===== src/rtl/bcd_serial_adder.sv =====
// rtl/bcd_serial_adder.sv - digit-serial N-digit BCD adder, LSD first, start/busy/done handshake
// Optional subtract mode (ten's complement) enabled by defining BCD_SERIAL_SUB_EN.
module bcd_serial_adder #(
    parameter int DIGITS = 4
) (
    input  logic                clk,
    input  logic                nrst,
    input  logic                start,
    input  logic [4*DIGITS-1:0] a_in,
    input  logic [4*DIGITS-1:0] b_in,
    input  logic                cin,
`ifdef BCD_SERIAL_SUB_EN
    input  logic                sub,
`endif
    output logic                busy,
    output logic                done,
    output logic [4*DIGITS-1:0] sum,
    output logic                cout,
    output logic                err
);
    localparam int W  = 4 * DIGITS;
    localparam int IW = (DIGITS > 1) ? $clog2(DIGITS) : 1;

    typedef enum logic [1:0] {
        IDLE = 2'd0,
        ADD  = 2'd1,
        DONE = 2'd2
    } state_t;

    state_t         r_state;
    state_t         w_next;
    logic [W-1:0]   r_a;
    logic [W-1:0]   r_b;
    logic           r_carry;
    logic [IW-1:0]  r_idx;
    logic [W-1:0]   r_sum;
    logic           r_cout;
    logic           r_err;

    logic           w_bad;
    logic [W-1:0]   w_b_eff;
    logic           w_cin_eff;
    logic [4:0]     w_t;
    logic           w_gt9;
    logic [3:0]     w_dig;
    logic           w_last;

    // Operand check always looks at the original inputs, even in subtract mode.
    always_comb begin
        w_bad = 1'b0;
        for (int i = 0; i < DIGITS; i++) begin
            if (a_in[4*i +: 4] > 4'd9 || b_in[4*i +: 4] > 4'd9)
                w_bad = 1'b1;
        end
    end

`ifdef BCD_SERIAL_SUB_EN
    always_comb begin
        w_b_eff = b_in;
        for (int i = 0; i < DIGITS; i++) begin
            if (sub)
                w_b_eff[4*i +: 4] = 4'd9 - b_in[4*i +: 4];
        end
    end
    assign w_cin_eff = sub ? 1'b1 : cin;
`else
    assign w_b_eff   = b_in;
    assign w_cin_eff = cin;
`endif

    // Operands shift right each ADD cycle so the active digit is always [3:0].
    assign w_t    = {1'b0, r_a[3:0]} + {1'b0, r_b[3:0]} + {4'd0, r_carry};
    assign w_gt9  = (w_t > 5'd9);
    assign w_dig  = w_gt9 ? (w_t[3:0] + 4'd6) : w_t[3:0];
    assign w_last = (r_idx == IW'(DIGITS - 1));

    always_ff @(posedge clk or negedge nrst) begin
        if (!nrst)
            r_state <= IDLE;
        else
            r_state <= w_next;
    end

    always_comb begin
        w_next = r_state;
        case (r_state)
            IDLE:    if (start) w_next = w_bad ? DONE : ADD;
            ADD:     if (w_last) w_next = DONE;
            DONE:    w_next = IDLE;
            default: w_next = IDLE;
        endcase
    end

    always_ff @(posedge clk or negedge nrst) begin
        if (!nrst) begin
            r_a     <= '0;
            r_b     <= '0;
            r_carry <= 1'b0;
            r_idx   <= '0;
            r_sum   <= '0;
            r_cout  <= 1'b0;
            r_err   <= 1'b0;
        end else begin
            case (r_state)
                IDLE: begin
                    if (start) begin
                        r_a     <= a_in;
                        r_b     <= w_b_eff;
                        r_carry <= w_cin_eff;
                        r_idx   <= '0;
                        r_sum   <= '0;
                        r_cout  <= 1'b0;
                        r_err   <= w_bad;
                    end
                end
                ADD: begin
                    r_sum[4*r_idx +: 4] <= w_dig;
                    r_carry             <= w_gt9;
                    r_a                 <= r_a >> 4;
                    r_b                 <= r_b >> 4;
                    r_idx               <= r_idx + 1'b1;
                    if (w_last)
                        r_cout <= w_gt9;
                end
                default: ;
            endcase
        end
    end

    assign busy = (r_state == ADD);
    assign done = (r_state == DONE);
    assign sum  = r_sum;
    assign cout = r_cout;
    assign err  = r_err;

endmodule


===== config.mk =====
export PLATFORM = sky130hd
export DESIGN_NAME = bcd_serial_adder
export DESIGN_NICKNAME = d
export VERILOG_FILES = /design/src/rtl/bcd_serial_adder.sv
export SDC_FILE = /design/constraint.sdc
export NUM_CORES = 1
export LEC_CHECK = 0
export ABC_AREA = 1
export CAP_MARGIN = 30
export CORE_UTILIZATION = 45
export DETAILED_ROUTE_END_ITERATION = 16
export HOLD_SLACK_MARGIN = 0.1
export PLACE_DENSITY = 0.71
export SETUP_SLACK_MARGIN = 0.3
export SLEW_MARGIN = 15
export SYNTH_ARGS = -nofsm -noshare
export SYNTH_HDL_FRONTEND = slang
export SYNTH_SLANG_ARGS = --single-unit

===== constraint.sdc =====
create_clock -name clk -period 3.41 [get_ports clk]
set_input_delay 0.682 -clock clk [delete_from_list [all_inputs] [get_ports clk]]
set_output_delay 0.682 -clock clk [all_outputs]
set_load 0.005 [all_outputs]

==> results of run 1 <==
## final cells by class
cell class / count / area (sq um)
Fill cell: 575 / 2490
Multi-Input combinational cell: 239 / 1280
Clock inverter: 3 / 43.8
Clock buffer: 5 / 68.8
Tap cell: 75 / 93.8
Inverter: 29 / 109
Timing Repair Buffer: 58 / 568
Sequential cell: 55 / 1380
## power by group through the flow
stage                     registers, mW  logic, mW  clock network [mW]
after floorplan                   0.783      0.360                   0
after global placement            0.793      0.495                   0
after detailed placement          0.795      0.512                   0
after CTS                         0.782      0.516               0.449
after global routing              0.793      0.590               0.467
final                             0.782      0.519               0.439
## stage by stage
stage                     cell area (sq um)  utilization  power [mW]
final                                  3540        0.587        1.74
after global routing                   3540        0.587        1.85
after detailed placement               3430        0.569        1.31
after floorplan                        2850            -        1.14
after global placement                 3430        0.569        1.29
after CTS                              3540        0.587        1.75
## routing by layer
layer  vias to the layer above  global-route usage  part of all wire
met1                      1149               0.283              0.46
met4                         0              0.0544             0.010
met3                         8              0.0400             0.044
li1                       1214                   -                 -
met2                        58               0.343              0.49
met5                         -                   0                 0
## state kept, by name, indices dropped and copies added (netlist names)
name     flops
r_carry      1
r_idx        2
r_a         16
err          1
r_state      2
sum         16
cout         1
r_b         16
## cell usage in the layout, fill, tap and decap left out, drive strengths merged
cell | Yosys | layout
o21bai | 2 | 2
dfrtp | 55 | 55
nand3b | 1 | 1
clkinv | 1 | 3
clkbuf | 0 | 5
nand4 | 7 | 7
a22o | 2 | 2
nand3 | 17 | 17
a21oi | 29 | 29
nor2 | 33 | 33
o22ai | 2 | 2
ha | 8 | 8
nor3 | 3 | 3
o22a | 1 | 1
clkdlybuf4s50 | 0 | 54
o21ai | 41 | 41
nand2 | 91 | 91
inv | 28 | 28
bufinv | 0 | 1
buf | 12 | 4
fa | 2 | 2
## worst max-delay path by stage
stage / startpoint / to / cells after the start
floorplan: r_a[0]$_DFFE_PN0P_ / sum[9]$_DFFE_PN0P_ / 13
global placement: r_a[0]$_DFFE_PN0P_ / sum[10]$_DFFE_PN0P_ / 13
detailed placement: r_a[0]$_DFFE_PN0P_ / sum[10]$_DFFE_PN0P_ / 14
CTS: r_a[0]$_DFFE_PN0P_ / sum[10]$_DFFE_PN0P_ / 13
global route: r_a[0]$_DFFE_PN0P_ / sum[6]$_DFFE_PN0P_ / 13
finish: r_a[0]$_DFFE_PN0P_ / sum[10]$_DFFE_PN0P_ / 13
## cells by family after synthesis
logic type | count (synthesis)
fa+ha+maj | 10
flops | 55
simple gates | 152
compound gates | 77
buf+inv | 41
==> impl_metrics.yaml, run 1 <==
run_status:
  status: "finished clean"
clock_tree:
  cts.sinks: 55
  ctsLongestPathBuffers: 2
  clock_latency_ns: 0.31
  ctsResizeCount: 0
  cts_root_buf: "clkbuf_8"
  post_cts_buffers: 0
  htree_levels: 2
  cts_tree: "done"
  postCtsHoldBufs: 0
  cts_buffers: 5
  clk_pin_slew_ns: 0.10
power:
  power.switching_mw: 0.594
  seqPwrFrac: 0.449
  power.leakage_nw: 1.70
  vdd_drop_max_v: 0.000229
  p_comb_frac: 0.298
  clockPowerShare: 0.252
  p_sw_frac: 0.341
  power_density_nw_per_um2: 492
  p_int_mw: 1.15
sta:
  hold_violations: 0
  setup_violations: 0
  fin_ws_ns: 0.751
  tns_ns: 0
  tightest_slew_ns: 0.726
  fin_crit_ns: 2.66
  fin_skew_ns: 0.00749
  fmax_mhz: 376
  whs_ns: 0.411
  timing.final.max_slew_violations: 0
  slew_headroom: 0.516
  finalCritPeriodShare: 0.780
  rsz0062_at_grt: "false"
floorplan:
  die_y_microns: 81.6
  num_rows: 28
  start_util: 0.473
  dieArea_sq_um: 6660
  pin_count: 56
  core_sq_um: 6030
  die_w_microns: 81.6
worst_hold_path:
  hold_class: "input pin to asynchronous set/reset pin"
route:
  drt_iter0_markers: 152
  viasPerCell: 5.23
  dr.pass1.iters: 4
  drc_errors: 0
  drt.antenna.violating_nets: 0
  vias: 2429
  wirelength_mm: 6.26
  wire_per_inst_microns: 13.5
setup_path:
  arrival_ns: 2.90
  path_common_cell: "nand2_1"
  path_cells: "fa_1, fa_1, inv_1, ha_1, inv_1, nor2_1, a21oi_1, nand2_1, nand2_2, nand2_1, nand2_1, nand3_1, o21ai_0"
  cp_slowest_cell: "fa_1"
  ff2ff_path_depth: 13
  cpPeakStageDelay_ns: 0.55
  setup.worst_path.start_class: "register"
  cp_num_buf_inv: 2
  end_kind: "register"
  rr_startpoint: "r_a[0]$_DFFE_PN0P_"
  reg2reg_slack_ns: 0.75
  r2r_end: "sum[10]$_DFFE_PN0P_"
  cp.required_ns: 3.65
  worstPathMaxFanout: 4
  cp_top_family: "adder cells"
  path_class: "register to register"
grt:
  grt_pass1_wl_mm: 10.6
  track_usage: 0.209
  grt_remaining_overflow: 0
  grt_pass1_vias: 2311
  grt_max_degree: 37
  antenna_found_initial: 0
synth:
  yosysWarnings: 0
  synth_edf_count: 0
  synth_compound_area_frac: 0.150
  synth-xor-area-share: 0
  synth_async_sr_flop_share: 1.00
  yosys_most_used_dff: "dfrtp_1"
  syn_area_per_cell_sq_um: 8.51
  synth-simple-area-share: 0.250
  syn_area_sq_um: 2850
  synthAdderAreaFrac: 0.0491
  synth.mux.area_fraction: 0
  syn_inst: 335
  synth-seq-area-share: 0.483
  synth_top_family_by_area: "simple AND/OR/NAND/NOR gates"
  ys_top_cells_by_count: "85 x nand2_1, 55 x dfrtp_1, 29 x a21oi_1, 29 x nor2_1, 22 x inv_1"
  synth_nets: 381
  synth_top_cell_by_area: "dfrtp_1"
  ys_ff_latch: 55
  synth.area.top_cells: "dfrtp_1 48%, nand2_1 11%, a21oi_1 5.1%"
  yosysMostFrequentCell: "nand2_1"
  synth_top_area_frac: 0.483
  synth.distinct_cells: 32
placed_design:
  gp_congestion: 0.852
  place_ws_ns: 0.816
  hpwlAfterDp_mm: 4.46
  io_buffers: 55
  placedCellCount: 456
final_layout:
  syn_to_final_growth_pct: 24.1
  nets: 434
  n_antenna_cell: 0
  stdcell_count: 464
  drive_gt1_frac: 0.0925
run:
  maxCapViolCount: 0
Power figures use the tool's default switching activity.
==> run 2, diff against run 1 <==
==> constraint.sdc (replaced) <==
create_clock -name clk -period 2.6 [get_ports clk]
set_input_delay 0.52 -clock clk [delete_from_list [all_inputs] [get_ports clk]]
set_output_delay 0.52 -clock clk [all_outputs]
set_load 0.005 [all_outputs]
==> impl_metrics.yaml, run 2 (synthesized netlist as in run 1, its figures left out) <==
floorplan:
  num_rows: 28
  start_util: 0.473
  pin_count: 56
  die_y_microns: 81.6
  core_sq_um: 6030
  die_w_microns: 81.6
  dieArea_sq_um: 6660
setup_path:
  reg2reg_slack_ns: 0.14
  worstPathMaxFanout: 4
  path_class: "register to register"
  end_kind: "register"
  rr_startpoint: "r_a[0]$_DFFE_PN0P_"
  cp.required_ns: 2.85
  cp_slowest_cell: "fa_2"
  cpPeakStageDelay_ns: 0.57
  path_common_cell: "nand2_4"
  r2r_end: "sum[13]$_DFFE_PN0P_"
  setup.worst_path.start_class: "register"
  arrival_ns: 2.71
  path_cells: "fa_2, fa_2, inv_2, ha_4, inv_2, nor2_2, a21oi_2, nand2_2, nand2_4, nand2_4, nand2_4, nand4_1, nand2_1"
  ff2ff_path_depth: 13
placed_design:
  placedCellCount: 456
  io_buffers: 55
  hpwlAfterDp_mm: 4.44
  gp_congestion: 0.828
clock_tree:
  cts_root_buf: "clkbuf_8"
  ctsLongestPathBuffers: 2
  cts.sinks: 55
  cts_buffers: 5
  clk_pin_slew_ns: 0.10
  cts_tree: "done"
  htree_levels: 2
  clock_latency_ns: 0.31
grt:
  antenna_found_initial: 0
  grt_max_degree: 56
  grt_remaining_overflow: 0
  track_usage: 0.220
  grt_pass1_wl_mm: 11.2
  grt_pass1_vias: 2341
sta:
  slew_headroom: 0.668
  timing.final.max_slew_violations: 0
  fmax_mhz: 407
  tightest_slew_ns: 0.498
  setup_violations: 0
  finalCritPeriodShare: 0.945
  fin_skew_ns: 0.0114
  hold_violations: 0
  fin_crit_ns: 2.46
  rsz0062_at_grt: "true"
power:
  power.leakage_nw: 1.76
  power_density_nw_per_um2: 684
  vdd_drop_max_v: 0.000330
final_layout:
  drive_gt1_frac: 0.158
  utilization: 0.615
  nets: 443
  stdcell_count: 473
  mostFrequentLayoutCell: "nand2_1"
  n_antenna_cell: 0
  fillers: 550
  syn_to_final_growth_pct: 30.0
  final_cell_mix: "77 x nand2_1, 55 x dfrtp_1, 54 x clkdlybuf4s50_1"
route:
  drc_errors: 0
  drt_iter0_markers: 106
  wirelength_mm: 6.62
  wire_per_inst_microns: 14.0
  drt.antenna.violating_nets: 0
  dr.pass1.iters: 5
  vias: 2464
  viasPerCell: 5.21
run_status:
  status: "finished clean"
worst_hold_path:
  hold_class: "input pin to asynchronous set/reset pin"
run:
  maxCapViolCount: 0
run 2: routing by layer:
metal / vias up / GRT usage / routed length, microns
met5: - / 0 / 0
met4: 0 / 0.0596 / 97
met3: 9 / 0.0400 / 214
met2: 40 / 0.353 / 3170
met1: 1190 / 0.307 / 3140
li1: 1225 / - / -
run 2: critical path: cells and delay by family, from the launching register on:
kind	cells	cell delay (ns)
DFF	1	0.41
and+or+nand+nor	7	0.59
AOI/OAI and AO/OA	1	0.14
buffers and inverters	2	0.12
adders and majority gates	3	1.13
run 2: area by class of cell:
cell class / instances / area (sq um) / area share
flip-flops and latches: 55 / 1380 / 0.371
multi-input cells: 239 / 1380 / 0.371
repair buffers: 67 / 648 / 0.175
inverters: 29 / 109 / 0.0294
clock buffers: 7 / 96.3 / 0.0260
well taps: 75 / 93.8 / 0.0253
clock inverters: 1 / 7.51 / 0.00203
run 2: worst max path at each step:
stage | start | to | slack, ns | cells after the start
after detailed placement | r_a[0]$_DFFE_PN0P_ | sum[6]$_DFFE_PN0P_ | 0.08 | 13
final | r_a[0]$_DFFE_PN0P_ | sum[13]$_DFFE_PN0P_ | 0.14 | 13
after CTS | r_carry$_DFFE_PN0P_ | sum[13]$_DFFE_PN0P_ | 0.1 | 13
after floorplan | r_a[0]$_DFFE_PN0P_ | sum[9]$_DFFE_PN0P_ | 0.32 | 13
after global placement | r_a[0]$_DFFE_PN0P_ | sum[9]$_DFFE_PN0P_ | 0.20 | 13
after global routing | r_a[0]$_DFFE_PN0P_ | sum[13]$_DFFE_PN0P_ | -0.02 | 13
run 2: what timing repair did:
item	CTS	global route
gates resized for setup	19	9
endpoints found under the setup margin	14	15
hold endpoints to repair	0	0
pin swaps	6	11
setup buffers	4	5
hold buffers	0	0
cloned	0	0
run 2: stage by stage:
stage          worst slack (ns)  total power [mW]  area, sq um  setup TNS [ns]  hold WS, ns
4_1_cts                  0.0967              2.43         3630               0        0.210
2_1_floorplan             0.324              1.50         2850               0        0.224
6_report                  0.142              2.53         3710               0        0.185
3_3_place_gp              0.197              1.70         3440               0        0.456
3_5_place_dp             0.0768              1.72         3440               0        0.459
5_1_grt                 -0.0178              2.70         3710         -0.0186        0.213
run 2: power by group:
| group | internal, mW | switching [mW] | total [mW] | leakage [nW] |
|---|---|---|---|---|
| logic | 0.401 | 0.572 | 0.974 | 1.01 |
| registers | 0.957 | 0.0714 | 1.03 | 0.705 |
| clock network | 0.243 | 0.288 | 0.531 | 0.0505 |
| total | 1.60 | 0.931 | 2.53 | 1.76 |
